### config.mk
export PLATFORM = sky130hd
export DESIGN_NAME = bell_sequencer
export DESIGN_NICKNAME = d
export VERILOG_FILES = /design/src/rtl/bell_sequencer.sv
export SDC_FILE = /design/constraint.sdc
export NUM_CORES = 1
export LEC_CHECK = 0
export ABC_AREA = 0
export ABC_CLOCK_PERIOD_IN_PS = 2300
export CAP_MARGIN = 20
export CORE_AREA = 2 2 39 41
export CTS_BUF_LIST = sky130_fd_sc_hd__clkbuf_8
export CTS_CLUSTER_DIAMETER = 80
export DETAILED_ROUTE_END_ITERATION = 16
export DIE_AREA = 0 0 41 43
export GPL_ROUTABILITY_DRIVEN = 0
export PLACE_DENSITY_LB_ADDON = 0.2
export REMOVE_ABC_BUFFERS = 1
export SLEW_MARGIN = 15
export SYNTH_ARGS = -nofsm -noshare
export SYNTH_HDL_FRONTEND = slang
export SYNTH_SLANG_ARGS = --single-unit
### constraint.sdc
create_clock -name clk -period 2.3 [get_ports clk]
set_input_delay 0.46 -clock clk [delete_from_list [all_inputs] [get_ports clk]]
set_output_delay 0.46 -clock clk [all_outputs]
set_load 0.005 [all_outputs]
### src/rtl/bell_sequencer.sv
// Control FSM that prepares a Bell state: load |00>, apply H on q0, then CNOT(q0->q1),
// issuing each gate over a req/ack handshake with an ack timeout.
module bell_sequencer #(
    parameter int unsigned ACK_TIMEOUT = 15,
    parameter int unsigned CNT_W       = $clog2(ACK_TIMEOUT + 1)
) (
    input  logic       clk,
    input  logic       rst_n,
    input  logic       start,
    input  logic       abort,
    input  logic       gate_ack,
    output logic       gate_req,
    output logic [1:0] gate_op,
    output logic       reg_load,
    output logic       reg_init,
    output logic       busy,
    output logic       done,
    output logic       err,
    output logic [2:0] state_dbg
);

    typedef enum logic [2:0] {
        IDLE     = 3'd0,
        INIT     = 3'd1,
        ISSUE_H  = 3'd2,
        LOAD_H   = 3'd3,
        ISSUE_CX = 3'd4,
        LOAD_CX  = 3'd5,
        DONE     = 3'd6,
        ERROR    = 3'd7
    } state_t;

    localparam logic [1:0] OP_NOP = 2'b00;
    localparam logic [1:0] OP_H   = 2'b01;
    localparam logic [1:0] OP_CX  = 2'b10;

    localparam logic [CNT_W-1:0] CNT_LAST = CNT_W'(ACK_TIMEOUT - 1);

    state_t           state, state_next;
    logic [CNT_W-1:0] cnt;
    logic             issuing;
    logic             timed_out;

    assign issuing   = (state == ISSUE_H) || (state == ISSUE_CX);
    assign timed_out = (cnt == CNT_LAST);

    always_ff @(posedge clk or negedge rst_n) begin
        if (!rst_n) begin
            state <= IDLE;
        end else begin
            state <= state_next;
        end
    end

    // Counter is zero whenever not waiting, so every ISSUE state is entered with a clean count.
    always_ff @(posedge clk or negedge rst_n) begin
        if (!rst_n) begin
            cnt <= '0;
        end else if (issuing && !gate_ack && !abort) begin
            cnt <= cnt + CNT_W'(1);
        end else begin
            cnt <= '0;
        end
    end

    always_comb begin
        state_next = state;
        if (abort) begin
            state_next = IDLE;
        end else begin
            unique case (state)
                IDLE:     if (start) state_next = INIT;
                INIT:     state_next = ISSUE_H;
                ISSUE_H: begin
                    if (gate_ack)       state_next = LOAD_H;
                    else if (timed_out) state_next = ERROR;
                end
                LOAD_H:   state_next = ISSUE_CX;
                ISSUE_CX: begin
                    if (gate_ack)       state_next = LOAD_CX;
                    else if (timed_out) state_next = ERROR;
                end
                LOAD_CX:  state_next = DONE;
                DONE:     state_next = IDLE;
                ERROR:    if (start) state_next = INIT;
                default:  state_next = IDLE;
            endcase
        end
    end

    always_comb begin
        gate_req  = 1'b0;
        gate_op   = OP_NOP;
        reg_load  = 1'b0;
        reg_init  = 1'b0;
        busy      = 1'b0;
        done      = 1'b0;
        err       = 1'b0;
        state_dbg = state;
        unique case (state)
            IDLE: ;
            INIT: begin
                reg_load = 1'b1;
                reg_init = 1'b1;
                busy     = 1'b1;
            end
            ISSUE_H: begin
                gate_req = 1'b1;
                gate_op  = OP_H;
                busy     = 1'b1;
            end
            LOAD_H: begin
                gate_op  = OP_H;
                reg_load = 1'b1;
                busy     = 1'b1;
            end
            ISSUE_CX: begin
                gate_req = 1'b1;
                gate_op  = OP_CX;
                busy     = 1'b1;
            end
            LOAD_CX: begin
                gate_op  = OP_CX;
                reg_load = 1'b1;
                busy     = 1'b1;
            end
            DONE: begin
                busy = 1'b1;
                done = 1'b1;
            end
            ERROR:   err = 1'b1;
            default: ;
        endcase
    end

endmodule

Yosys cells after proc, flatten, opt, wreduce, memory -nomap -nowiden
Index checks and enable logic that the tools add are counted.
{"block": "word_totals", "register_bits": 7, "latchBits": 0, "ramBits": 0, "romBits": 0, "in_bits": 5, "output_inout_bits": 11, "elab_cells": 38, "mem_count": 0}
{"block": "classes", "addsub": 1, "multipliers": 0, "div_mod_pow": 0, "magnitude_cmp": 0, "n_eq_ne": 9, "shifts": 0, "mux": 14, "bitwise": 0, "n_reduce_logical": 12}
{"cell": "$pmux W3 S7", "n": 1}
{"cell": "$mux W3", "n": 5}
{"cell": "$eq A3 B3 Y1 const B", "n": 4}
{"cell": "$reduce_or A2 Y1", "n": 4}
{"cell": "$eq A3 B2 Y1 const B", "n": 2}
{"cell": "$mux W1", "n": 6}
{"cell": "$reduce_or A6 Y1", "n": 1}
{"cell": "$add A4 B1 Y4 const B", "n": 1}
{"cell": "$eq A4 B4 Y1 const B", "n": 1}
{"cell": "$mux W4", "n": 1}
{"cell": "$pmux W2 S2", "n": 1}
{"cell": "$eq A3 B1 Y1 const B", "n": 1}
{"cell": "$logic_not A3 Y1", "n": 1}
{"cell": "$ne A3 B1 Y1 const B", "n": 1}
{"cell": "$reduce_or A3 Y1", "n": 1}
{"cell": "$logic_and A1 B1 Y1", "n": 2}
{"cell": "$logic_not A1 Y1", "n": 2}
{"cell": "$logic_or A1 B1 Y1", "n": 1}

Depth between registers and ports, before layout
{"block": "logic_depth", "ltp_word": 5, "ltp_mapped": 5}

Worst setup path before layout
OpenSTA, ideal clock, no wires.
{"block": "synth_path", "path_type": "register to output", "from": "reg state[0], in the netlist state_dbg[0]", "to": "out busy", "arrival_time_ns": 0.932, "t_required_ns": 1.840, "path_slack_ns": 0.908, "path_stages_with_launch": 4, "path_cell_list": "dfrtp_1 clkbuf_1 and3_2 a21oi_1"}
{"block": "synth_via", "elab_chain_cells": 3, "word_cells_on_any_way": 8, "cone_classes": "eq/ne: 6; mux: 1; reduce/logical: 1"}
{"element": "from (decl)", "line_no": "39", "source": "state_t state, state_next;"}
{"element": "from (signal assigned)", "line_no": "51", "source": "state <= state_next;"}
{"element": "$eq A3 B2 Y1, or another cell as far along", "line_no": "100", "source": "unique case (state)"}
{"element": "$reduce_or A6 Y1 (no line) (*)"}
{"element": "$mux W1 (*)", "line_no": "100"}
{"element": "to (decl)", "line_no": "16", "source": "output logic busy,"}
Mark *: on every way between the ends. The rest lies on a longest branch, timed or not.

Worst setup path after layout
Same ends and word-level chain as after synthesis.

==> metrics.md <==
| Metric | Value |
|---|---|
| TritonCTS Sinks | `7` |
| Layout area overhead | `49.2%` |
| Crit path buffers/inverters | `1` |
| Lkg Pwr | `0.000262 uW` |
| Share of cells above drive strength 1 | `0.0938` |
| H-tree Lvls | `1` |
| DIE HEIGHT | `roughly 43 microns` |
| Vias in the first global route | `approximately 340` |
| Fin crit share | `0.894` |
| CP top delay family | `buffers and inverters` |
| Setup Skew | `approximately 1.3 ps` |
| Max Cap Viol | `0` |
| Max Slew Vio Count | `0` |
| Initial antenna violation count | `0` |
| Syn avg cell area | `between 8 and 9 sq um` |
| Worst hold slack | `478 ps` |
| Fmax | `486 MHz` |
| Setup Slack @ Placement | `about 500 ps` |
| Hold WC Path Type | `register to register` |
| TritonRoute pass-1 iters | `2` |
| Startpoint type of the worst setup path | `register` |
| Largest net degree at the start of global routing | `14` |
| Sequential share of the synthesized area | `0.423` |
| Overflow after GRT | `0` |
| Die ar. | `about 0.0018 sq mm` |
| WL per Instance | `approximately 11 microns` |
| Setup Buffers After CTS | `0` |
| Crit path largest cell delay | `approximately 500 ps` |
| Peak fanout along the critical path | `13` |
| Via density per instance | `between 4 and 5` |
| # setup viols final | `0` |
| Min Tclk post-route | `between 2000 and 2500 ps` |
| Synth unique cells | `22` |
| WS Path Type | `register to output port` |
| Post-synth top area cell | `dfrtp_1` |
| ANT nets after route | `0` |
| Post-synthesis cell count | `47` |
| #FFs+latches synth | `7` |
| Iter 0 DRT Violations | `2` |
| PwrDens | `between 500 and 600 mW/mm^2` |
| Starting Density | `0.299` |
| Total Routed Length | `approximately 900 microns` |
| Slew Limit Headroom | `0.780` |
| Clock buffer depth | `2` |
| Crit path cell chain | `and3_2 > a21oi_1 > clkdlybuf4s50_1` |
| Die X | `41 microns` |
| Peak VDD IR | `about 320 uV` |
| Area share of the largest cell type after synthesis | `0.423` |
| First-pass GRT wire length | `between 1 and 1.5 mm` |
| GR peak layer | `met1` |
| Crit-path slowest cell | `clkdlybuf4s50_1` |
| Clk slew on worst S/H paths | `roughly 40 ps` |
| Most frequent cells in the layout | `15 x clkdlybuf4s50_1, 9 x nor2_1, 7 x dfrtp_1` |
| Hold Fails Final Rpt | `0` |
| Hold Buf Count CTS | `0` |
| Final worst slack | `between 200 and 250 ps` |
| GR Layer Usage met3 | `0.0366` |
| Port Buffers | `15` |
| CTS buffer count | `3` |
| Root Driver | `clkbuf_8` |
| Synth area leaders | `dfrtp_1 42%, nor2_1 8.2%, ha_1 6.0%` |
| Met1 usage | `0.166` |
| Setup TNS | `0 ps` |
| Worst Tran Pin Value | `329 ps` |
| Vias | `382` |
| DRC | `0` |
| CTS tree | `built` |
| Row count | `14` |
| Endpoint class of the critical path | `output port` |
| Clock latency on the worst-skew pair | `roughly 230 ps` |
| Status | `finished, final reports clean` |
| Met2 GRT Util | `0.156` |
| Crit path DAT | `around 1600 ps` |
| Gr usage total | `0.118` |
| Ys Warns | `0` |
| Post-CTS resize count | `0` |
| Core region area | `0.00138 sq mm` |
| CP required | `about 1800 ps` |
| RSZ-0062 raised after global routing | `false` |
| Non-filler cells, final | `80` |
| Post-placement cell count | `76` |
| Fin nets | `72` |
| Most common cell after layout, fill and taps aside | `clkdlybuf4s50_1` |
| Top-Level Pins | `16` |
| Ant. Diodes | `0` |
| Synth Cell Area | `just over 400 sq um` |
| Final HPWL DP | `approximately 670 microns` |
[metrics by stage]
step	total power, uW	util	cell area (sq um)
2_1_floorplan	158	-	403
3_3_place_gp	197	0.414	573
3_5_place_dp	197	0.414	573
4_1_cts	369	0.447	618
5_1_grt	383	0.447	618
6_report	365	0.447	618
[area by class of cell]
cell class / count / area [sq um]
fillers: 145 / 766
multi-input cells: 35 / 216
flip-flops and latches: 7 / 175
repair buffers: 15 / 150
clock buffers: 3 / 41.3
well taps: 16 / 20.0
inverters: 3 / 11.3
clock inverters: 1 / 3.75
[worst register-to-register path, delay by kind of cell (launching register included)]
kind | cells | cell delay (ps)
and+or+nand+nor | 2 | 580
DFF | 1 | 470
xor gates and xnor gates | 1 | 200
[report_power, final]
part,internal (uW),switching (uW)
clock,115,54.0
sequential,127,9.07
combinational,37.2,21.4
[cells in the mapped netlist]
cell,number
and2b_2,1
and2_1,1
or4_4,1
ha_1,2
a21oi_1,3
and3_1,1
buf_4,1
a31oi_1,2
or3_1,1
xor2_1,1
and3_2,1
and4b_1,1
clkbuf_1,1
inv_1,3
dfrtp_1,7
a221oi_1,1
xnor2_1,2
nand2_1,2
nand3_1,1
nor2_1,9
o21ai_0,4
nor2b_1,1
[cells by family (layout without fill, tap and decap cells)]
logic type,Yosys count,count (layout),synth area share
and+or+nand+nor,20,20,0.263
AOI/OAI and AO/OA,10,10,0.136
DFF,7,7,0.423
buffers and inverters,5,22,0.0544
xor gates and xnor gates,3,3,0.0635
adders and majority gates,2,2,0.0604
[sequential cells by signal, summed over array words and instances, names as in the netlist]
name / cells
cnt: 4
state_dbg: 3
[path summary, 6_finish.rpt]
path / start / end / slack [ps] / cells after the start
worst min-delay path: cnt[0] / cnt[0] / 480 / 1
max in group asynchronous: rst_n / state_dbg[1] / 1560 / 1
min in group asynchronous: rst_n / cnt[2] / 500 / 1
worst max register to register: state_dbg[1] / cnt[3] / 980 / 3
worst min register to register: cnt[0] / cnt[0] / 480 / 1
worst max-delay path: state_dbg[0] / busy / 240 / 3
[metal layers]
layer / vias up / share of wire
met1: 170 / 0.49
met4: 0 / 0.0089
met3: 2 / 0.096
met5: - / 0
li1: 194 / -
met2: 16 / 0.40
(Power assumes the default switching activity.)
